`config.mk`:
```
export PLATFORM = sky130hd
export DESIGN_NAME = timer_counter_flag
export DESIGN_NICKNAME = d
export VERILOG_FILES = /design/src/rtl/timer_pkg.sv /design/src/rtl/prescaler_tick.sv /design/src/rtl/timer_counter_flag.sv
export SDC_FILE = /design/constraint.sdc
export NUM_CORES = 1
export LEC_CHECK = 0
export ABC_AREA = 0
export BUFFER_PORTS_ARGS = -buffer_cell sky130_fd_sc_hd__buf_2
export CORE_MARGIN = 2
export CORE_UTILIZATION = 35
export CTS_CLUSTER_SIZE = 12
export DETAILED_ROUTE_END_ITERATION = 16
export GPL_TIMING_DRIVEN = 1
export PLACE_DENSITY = 0.52
export SLEW_MARGIN = 20
export SYNTH_ARGS = -nofsm -noshare
export SYNTH_HDL_FRONTEND = slang
export SYNTH_HIERARCHICAL = 1
export SYNTH_SLANG_ARGS = --single-unit
```
`constraint.sdc`:
```
create_clock -name clk -period 3 [get_ports clk]
set_input_delay 0.3 -clock clk [delete_from_list [all_inputs] [get_ports clk]]
set_output_delay 0.3 -clock clk [all_outputs]
set_load 0.005 [all_outputs]
```
`src/rtl/timer_pkg.sv`:
```
// Shared types and helpers for the programmable timer: state encoding, mode constants, CeilLog2.
package timer_pkg;

    typedef enum logic [1:0] {
        IDLE = 2'd0,
        RUN  = 2'd1,
        DONE = 2'd2
    } timer_state_t;

    localparam logic MODE_PERIODIC = 1'b0;
    localparam logic MODE_ONESHOT  = 1'b1;

    function automatic int CeilLog2(input int value);
        int result;
        result = 0;
        for (int i = 0; i < 31; i++) begin
            if ((32'sd1 <<< i) < value) result = i + 1;
        end
        return result;
    endfunction

endpackage

```
`src/rtl/prescaler_tick.sv`:
```
// Down-counting prescaler: emits a tick every reload+1 enabled cycles; synchronous clear reloads it.
// Only instantiated when TIMER_PRESCALER_EN is defined.
module prescaler_tick #(
    parameter int WIDTH = 8
) (
    input  logic             clk,
    input  logic             reset,
    input  logic             clear,
    input  logic             enable,
    input  logic [WIDTH-1:0] reload,
    output logic             tick
);

    logic [WIDTH-1:0] remaining;

    // NOTE: state registers use non-blocking assignments so every flop samples pre-edge values.
    always_ff @(posedge clk or negedge reset) begin
        if (!reset) begin
            remaining <= '0;
        end else if (clear) begin
            remaining <= reload;
        end else if (enable) begin
            if (remaining == '0) remaining <= reload;
            else                 remaining <= remaining - 1'b1;
        end
    end

    assign tick = enable && (remaining == '0);

endmodule

```
`src/rtl/timer_counter_flag.sv`:
```
// Programmable modulo timer with periodic/one-shot mode, one-cycle tc pulse and sticky flag.
// Optional prescaler enabled by defining TIMER_PRESCALER_EN.
module timer_counter_flag
    import timer_pkg::*;
#(
    parameter int NBITS = 16
`ifdef TIMER_PRESCALER_EN
  , parameter int PRESCALE_BITS = 8
`endif
) (
    input  logic                     clk,
    input  logic                     reset,
    input  logic                     start,
    input  logic                     stop,
    input  logic                     mode,
    input  logic [NBITS-1:0]         limit,
`ifdef TIMER_PRESCALER_EN
    input  logic [PRESCALE_BITS-1:0] prescale,
`endif
    input  logic                     clear_flag,
    output logic [NBITS-1:0]         count,
    output logic                     tc,
    output logic                     flag,
    output logic                     busy
);

    timer_state_t     state, state_next;
    logic [NBITS-1:0] count_next;
    logic [NBITS-1:0] limit_q;
    logic [NBITS-1:0] terminal_value;
    logic             mode_q;
    logic             tc_next;
    logic             flag_next;
    logic             advance;
    logic             do_start;

    assign do_start       = start && !stop;
    assign terminal_value = limit_q - 1'b1;

`ifdef TIMER_PRESCALER_EN
    logic [PRESCALE_BITS-1:0] prescale_q;

    always_ff @(posedge clk or negedge reset) begin
        if (!reset)        prescale_q <= '0;
        else if (do_start) prescale_q <= prescale;
    end

    // A fresh start reloads with the incoming prescale so the first step already uses it.
    prescaler_tick #(
        .WIDTH (PRESCALE_BITS)
    ) u_prescaler (
        .clk    (clk),
        .reset  (reset),
        .clear  (start || stop),
        .enable (state == RUN),
        .reload (do_start ? prescale : prescale_q),
        .tick   (advance)
    );
`else
    assign advance = 1'b1;
`endif

    always_comb begin
        // NOTE: every combinational output gets a default first so no path infers a latch.
        state_next = state;
        count_next = count;
        tc_next    = 1'b0;
        flag_next  = flag && !clear_flag;

        if (stop) begin
            state_next = IDLE;
            count_next = '0;
        end else if (start) begin
            state_next = RUN;
            count_next = '0;
        end else if (state == RUN && advance) begin
            if (count == terminal_value) begin
                tc_next   = 1'b1;
                flag_next = 1'b1;
                if (mode_q == MODE_ONESHOT) state_next = DONE;
                else                        count_next = '0;
            end else begin
                count_next = count + 1'b1;
            end
        end
    end

    always_ff @(posedge clk or negedge reset) begin
        if (!reset) begin
            state   <= IDLE;
            count   <= '0;
            tc      <= 1'b0;
            flag    <= 1'b0;
            limit_q <= '0;
            mode_q  <= MODE_PERIODIC;
        end else begin
            state <= state_next;
            count <= count_next;
            tc    <= tc_next;
            flag  <= flag_next;
            if (do_start) begin
                limit_q <= limit;
                mode_q  <= mode;
            end
        end
    end

    assign busy = (state == RUN);

endmodule

```
# Yosys cells after proc, flatten, opt, wreduce, memory -nomap -nowiden
# Cells that the tools add are included.
op_classes:
  eq_ne: 3
  add_sub_neg: 2
  n_mux: 18
  n_reduce_logical: 9
op_table:
  columns: ["operator", "n"]
  rows:
  - ["16-bit 2-to-1 mux", 5]
  - ["16-bit by 1-bit adder with 16-bit output, second input constant", 1]
  - ["16-bit == test", 1]
  - ["16-bit by 1-bit subtractor with 16-bit output, second input constant", 1]
  - ["2-bit 2-to-1 mux", 5]
  - ["3-bit nonzero test", 3]
  - ["1-bit 2-to-1 mux", 8]
  - ["4-bit != test, second input constant", 1]
  - ["3-bit AND reduction", 1]
  - ["2-bit by 1-bit == test with 1-bit output, second input constant", 1]
  - ["1-bit logical AND", 2]
  - ["1-bit logical NOT", 2]
  - ["2-bit AND reduction", 1]
totals:
  inputBits: 22
  ff_bits: 37
  out_inout_bits: 19

# Depth between registers and ports, before layout
depth:
  ltp_word: 6
  depth_mapped: 12
  depth_no_buf: 9

# Worst setup path after synthesis
# No wires, ideal clock.
synth_timing:
  path_type: "register to register"
  from: "reg limit_q[0]"
  to: "reg count[9]"
  setup_ps: 130
  path_stages_with_launch: 12
  path_buffers: 2
  slack_ps: -8
  required_time_ps: 2870
  t_arrival_ps: 2878
  path_cell_list: "dfrtp_1 -> inv_1 -> ha_1 -> nand2b_1 -> buf_6 -> or4b_4 -> a2111oi_4 -> o211ai_1 -> or4_4 -> o31ai_4 -> buf_6 -> a21oi_1"
synth_via:
  elab_chain_cells: 6
synth_rtl:
  columns: ["item", "line", "rtl"]
  rows:
  - ["start: declaration", "timer_counter_flag.sv:29", "logic [NBITS-1:0] limit_q;"]
  - ["start signal: assignment", "timer_counter_flag.sv:102", "limit_q <= limit;"]
  - ["16-bit by 1-bit subtractor with 16-bit output *", "timer_counter_flag.sv:38", "assign terminal_value = limit_q - 1'b1;"]
  - ["16-bit == test *", "timer_counter_flag.sv:77", "if (count == terminal_value) begin"]
  - ["16-bit 2-to-1 mux", "timer_counter_flag.sv:77", null]
  - ["16-bit 2-to-1 mux", "timer_counter_flag.sv:76", "end else if (state == RUN && advance) begin"]
  - ["16-bit 2-to-1 mux", "timer_counter_flag.sv:73", "end else if (start) begin"]
  - ["16-bit 2-to-1 mux", "timer_counter_flag.sv:70", "if (stop) begin"]
  - ["end signal: assignment", "timer_counter_flag.sv:98", "count <= count_next;"]
  - ["end: declaration", "timer_counter_flag.sv:21", "output logic [NBITS-1:0] count,"]
# Mark *: on every way between the ends. The rest lies on a longest branch, timed or not. The select of a mux whose other input is x is not followed.
# A chain may end at the register's enable or synchronous reset.

# Final worst setup path
layout_timing:
  from: "reg limit_q[5]"
  to: "reg count[11]"
# Same word-level chain as after synthesis.

==> report_table.html <==
<table>
<tr><th>Metric</th><th>Value</th></tr>
<tr><th colspan="2">Detailed routing</th></tr>
<tr><td>Remaining routing DRC violations</td><td>0</td></tr>
<tr><td>Number of DRC violations after detailed-routing iteration 0</td><td>91</td></tr>
<tr><td>Drt total wl</td><td>6340 um</td></tr>
<tr><td>First-pass detailed-route iteration total</td><td>4</td></tr>
<tr><td>Detailed-route via count</td><td>2143</td></tr>
<tr><td>Avg WL per Cell</td><td>16.4 um</td></tr>
<tr><td>Number of vias per cell after detailed routing</td><td>5.54</td></tr>
<tr><td>Number of nets with antenna violations after detailed routing</td><td>0</td></tr>
<tr><th colspan="2">Synth</th></tr>
<tr><td>Arithmetic-cell share of the synthesized area counting full adders, half adders and majority gates</td><td>1.07%</td></tr>
<tr><td>Multiplexer share of the synthesized area</td><td>8.04%</td></tr>
<tr><td>Async S/R FF share, synth</td><td>100%</td></tr>
<tr><td>Share of the yosys chip area belonging to registers</td><td>39.4%</td></tr>
<tr><td>Post-Synth XOR/XNOR Area</td><td>6.34%</td></tr>
<tr><td>Syn Inst Count</td><td>245</td></tr>
<tr><td>Net count after synthesis</td><td>269</td></tr>
<tr><td>Compound-gate portion of the synthesized area</td><td>17.0%</td></tr>
<tr><td>Post-synthesis cell area</td><td>2350 um^2</td></tr>
<tr><td>Yosys warning total</td><td>6</td></tr>
<tr><td>Avg Inst Size Synth</td><td>9.59 um^2</td></tr>
<tr><td>Largest family of logic cells by synthesized area</td><td>simple AND/OR/NAND/NOR gates</td></tr>
<tr><td>Number of distinct library cells after synthesis</td><td>50</td></tr>
<tr><td>Commonest register cell after synthesis</td><td>sky130_fd_sc_hd__dfrtp_1</td></tr>
<tr><td>Post-synthesis register bit count</td><td>37</td></tr>
<tr><td>Area fraction in and, or, nand and nor cells after synthesis</td><td>23.9%</td></tr>
<tr><td>Number of synthesized flops with an enable pin</td><td>0</td></tr>
<tr><th colspan="2">Clocking</th></tr>
<tr><td>Sink count of the clock tree</td><td>37</td></tr>
<tr><td>CTS H-Tree Depth</td><td>2</td></tr>
<tr><td>Clock root buffer</td><td>sky130_fd_sc_hd__clkbuf_8</td></tr>
<tr><td>CTS Buffer Depth</td><td>2</td></tr>
<tr><td>TritonCTS clock tree</td><td>done</td></tr>
<tr><td>Skew-Pair Late Insertion Delay</td><td>0.30 ns</td></tr>
<tr><td>Clock transition at path regs</td><td>0.08 ns</td></tr>
<tr><td>Number of buffers inserted during clock tree synthesis</td><td>5</td></tr>
<tr><th colspan="2">Floorplanning</th></tr>
<tr><td>Horizontal extent of the die</td><td>85.9 um</td></tr>
<tr><td>Starting density of the core</td><td>36.6%</td></tr>
<tr><td>Die span in y</td><td>85.9 um</td></tr>
<tr><td>I/O pin cnt</td><td>41</td></tr>
<tr><td>Placement row count</td><td>29</td></tr>
<tr><td>Die area</td><td>7380 um^2</td></tr>
<tr><td>CORE AREA</td><td>6420 um^2</td></tr>
<tr><th colspan="2">Setup path</th></tr>
<tr><td>Worst path required time</td><td>3.22 ns</td></tr>
<tr><td>Kind of capture point of the worst setup path</td><td>flip-flop</td></tr>
<tr><td>Worst-path maximum fanout</td><td>31</td></tr>
<tr><td>Worst Setup Start Kind</td><td>flip-flop</td></tr>
<tr><td>Start-to-end type of the worst setup path</td><td>flip-flop to flip-flop</td></tr>
<tr><td>Critical path's largest stage delay</td><td>0.59 ns</td></tr>
<tr><td>Crit path max-delay cell type</td><td>sky130_fd_sc_hd__or4_4</td></tr>
<tr><td>Data arrival at the endpoint of the critical path</td><td>3.09 ns</td></tr>
<tr><td>Start point of the critical path</td><td>limit_q[5]</td></tr>
<tr><td>Ordered cell list for the critical path</td><td>or4_4 &gt; buf_6 &gt; nor4_4 &gt; xnor2_1 &gt; buf_4 &gt; buf_4 &gt; o221ai_1 &gt; nor4_4 &gt; buf_12 &gt; or4_1 &gt; a21oi_1</td></tr>
<tr><td>Worst r2r src</td><td>limit_q[5]</td></tr>
<tr><th colspan="2">GRT</th></tr>
<tr><td>Antenna violations before repair</td><td>0</td></tr>
<tr><td>Routing usage on met1</td><td>26.2%</td></tr>
<tr><td>First-pass GRT wire length</td><td>10400 um</td></tr>
<tr><td>Pin count of the biggest net entering global routing</td><td>38</td></tr>
<tr><td>Routing usage on met3</td><td>2.69%</td></tr>
<tr><td>Global router's overall resource usage</td><td>18.0%</td></tr>
<tr><td>Total overflow reported by the global router</td><td>0</td></tr>
<tr><td>Met2 layer usage reported by global route</td><td>27.4%</td></tr>
<tr><td>Most heavily used metal layer in global routing</td><td>met2</td></tr>
<tr><td>Via count of the first global-routing pass</td><td>2022</td></tr>
<tr><th colspan="2">STA</th></tr>
<tr><td>Final-report setup violation count</td><td>0</td></tr>
<tr><td>Final clock skew</td><td>0.00791 ns</td></tr>
<tr><td>Final count of hold timing violations</td><td>0</td></tr>
<tr><td>Final Critical Period</td><td>2.87 ns</td></tr>
<tr><td>Maximum clock rate</td><td>0.348 GHz</td></tr>
<tr><td>Worst slack on hold paths</td><td>0.114 ns</td></tr>
<tr><td>Minimum setup slack in the final design</td><td>0.129 ns</td></tr>
<tr><td>Share of the clock period used by the worst path</td><td>95.7%</td></tr>
<tr><td>Worst slew pin tran</td><td>0.872 ns</td></tr>
<tr><td>Fin. max-slew vios</td><td>0</td></tr>
<tr><td>Rel. slew slack</td><td>41.8%</td></tr>
<tr><td>Setup repair after global routing missed its margin</td><td>false</td></tr>
<tr><th colspan="2">Flow run</th></tr>
<tr><td>Count of maximum capacitance violations</td><td>0</td></tr>
<tr><th colspan="2">Pwr</th></tr>
<tr><td>Static leakage</td><td>0.00126 uW</td></tr>
<tr><td>Ratio of total power to cell area</td><td>422 nW/um^2</td></tr>
<tr><td>Maximum VDD drop</td><td>0.143 mV</td></tr>
<tr><td>Overall power of the completed layout</td><td>1260 uW</td></tr>
<tr><th colspan="2">Place</th></tr>
<tr><td>Worst-case setup slack after placement</td><td>-0.0291 ns</td></tr>
<tr><td>Port Buffers</td><td>40</td></tr>
<tr><td>HPWL after detailed placement</td><td>4630 um</td></tr>
<tr><td>Routability-driven placement congestion ratio</td><td>0.850</td></tr>
<tr><th colspan="2">Cells and area</th></tr>
<tr><td>Ant diodes</td><td>0</td></tr>
<tr><td>Sequential cell area</td><td>926 um^2</td></tr>
<tr><td>Total area of multi-input combinational cells</td><td>1410 um^2</td></tr>
<tr><td>FILL cells</td><td>629</td></tr>
<tr><td>Most frequent cells in the layout</td><td>sky130_fd_sc_hd__buf_2 (40), sky130_fd_sc_hd__dfrtp_1 (37), sky130_fd_sc_hd__buf_4 (26)</td></tr>
<tr><td>Net total in the final layout</td><td>333</td></tr>
<tr><td>Most common cell after layout, fill and taps aside</td><td>sky130_fd_sc_hd__buf_2</td></tr>
<tr><td>Layout-stage area growth over the synthesis result</td><td>27.5%</td></tr>
<tr><td>Layout cells sized above 1</td><td>35.8%</td></tr>
<tr><th colspan="2">Hold path</th></tr>
<tr><td>Worst min path class</td><td>primary input to asynchronous set/reset pin</td></tr>
<tr><th colspan="2">Status</th></tr>
<tr><td>Result of the run</td><td>finished, final reports clean</td></tr>
</table>
[per-layer routing]
layer	up-vias	wire, um
li1	1054	-
met1	1032	3110
met2	51	2890
met3	6	278
met4	0	65
met5	-	0
[worst paths after layout]
kind                                    to  slack, ns  depth (start not counted)
worst max-delay path             count[11]       0.13                         11
max in group asynchronous         count[7]       2.33                          1
min in group clk                  state[0]       0.19                          2
worst max register to register   count[11]       0.13                         11
worst min register to register        flag       0.48                          1
worst min-delay path            limit_q[9]       0.11                          1
[area by class of cell]
cell class              instances  share of cell area [%]
repair buffers                 70                    15.0
inverters                       8                    1.00
clock buffers                   5                    2.30
flip-flops and latches         37                    30.9
multi-input cells             187                    47.0
well taps                      77                    3.22
clock inverters                 3                   0.585
[worst max-delay path, delay by kind of cell (launching register included)]
kind / cells / cell delay, ns
flip-flops: 1 / 0.38
AND/OR/NAND/NOR: 4 / 1.41
AO/OA/AOI/OAI: 2 / 0.27
XOR/XNOR: 1 / 0.13
buffers and inverters: 4 / 0.59
[logic make-up after synthesis]
kind of cell             after synthesis
buffers and inverters                 21
XOR/XNOR                              17
flip-flops                            37
adder cells (fa/ha/maj)                2
multiplexers                          17
AO/OA/AOI/OAI                         58
AND/OR/NAND/NOR                       93
[repair_timing]
action / CTS / global route
pin swaps: 5 / 5
setup endpoints to repair: 11 / 13
buffers inserted: 2 / 1
hold buffers: 0 / 0
resized for setup: 14 / 2
[synthesized netlist by cell type (all sizes together) (2+ instances only)]
cell type	count	area, um^2
mux2i	2	20.0
clkbuf	7	26.3
buf	6	43.8
a21oi	19	95.1
or3	9	56.3
nand2b	3	18.8
nor3	5	25.0
nand3	9	45.0
o41ai	2	17.5
dfrtp	37	926
o211ai	5	37.5
mux2	15	169
o31ai	8	73.8
nand4	6	37.5
or4	8	63.8
or4b	2	23.8
and3	5	31.3
o22ai	2	12.5
ha	2	25.0
nor2b	3	18.8
nor3b	3	22.5
inv	7	26.3
xor2	7	61.3
nand2	15	56.3
nor4	8	68.8
o21ai	13	65.1
xnor2	10	87.6
nor2	11	41.3
nand4b	2	17.5
[state kept, by name (all words and copies together) (netlist names)]
signal	flops
state	2
limit_q	16
mode_q	1
count	16
flag	1
tc	1
[power by group]
| part | internal, uW | total (uW) | switching, uW |
|---|---|---|---|
| logic | 163 | 340 | 177 |
| registers | 533 | 565 | 32.1 |
| clock network | 161 | 358 | 197 |
[metrics by stage]
stage          TNS, ns  cell area, um^2  std cells  utilization, %
3_5_place_dp    -0.208             2800        376            43.6
5_1_grt              0             2990        387            46.6
3_3_place_gp         0             2800        376            43.6
2_1_floorplan        0             2350        245               -
6_report             0             2990        387            46.6
4_1_cts              0             2980        386            46.4
No activity file was read; power rests on OpenSTA's default activity.
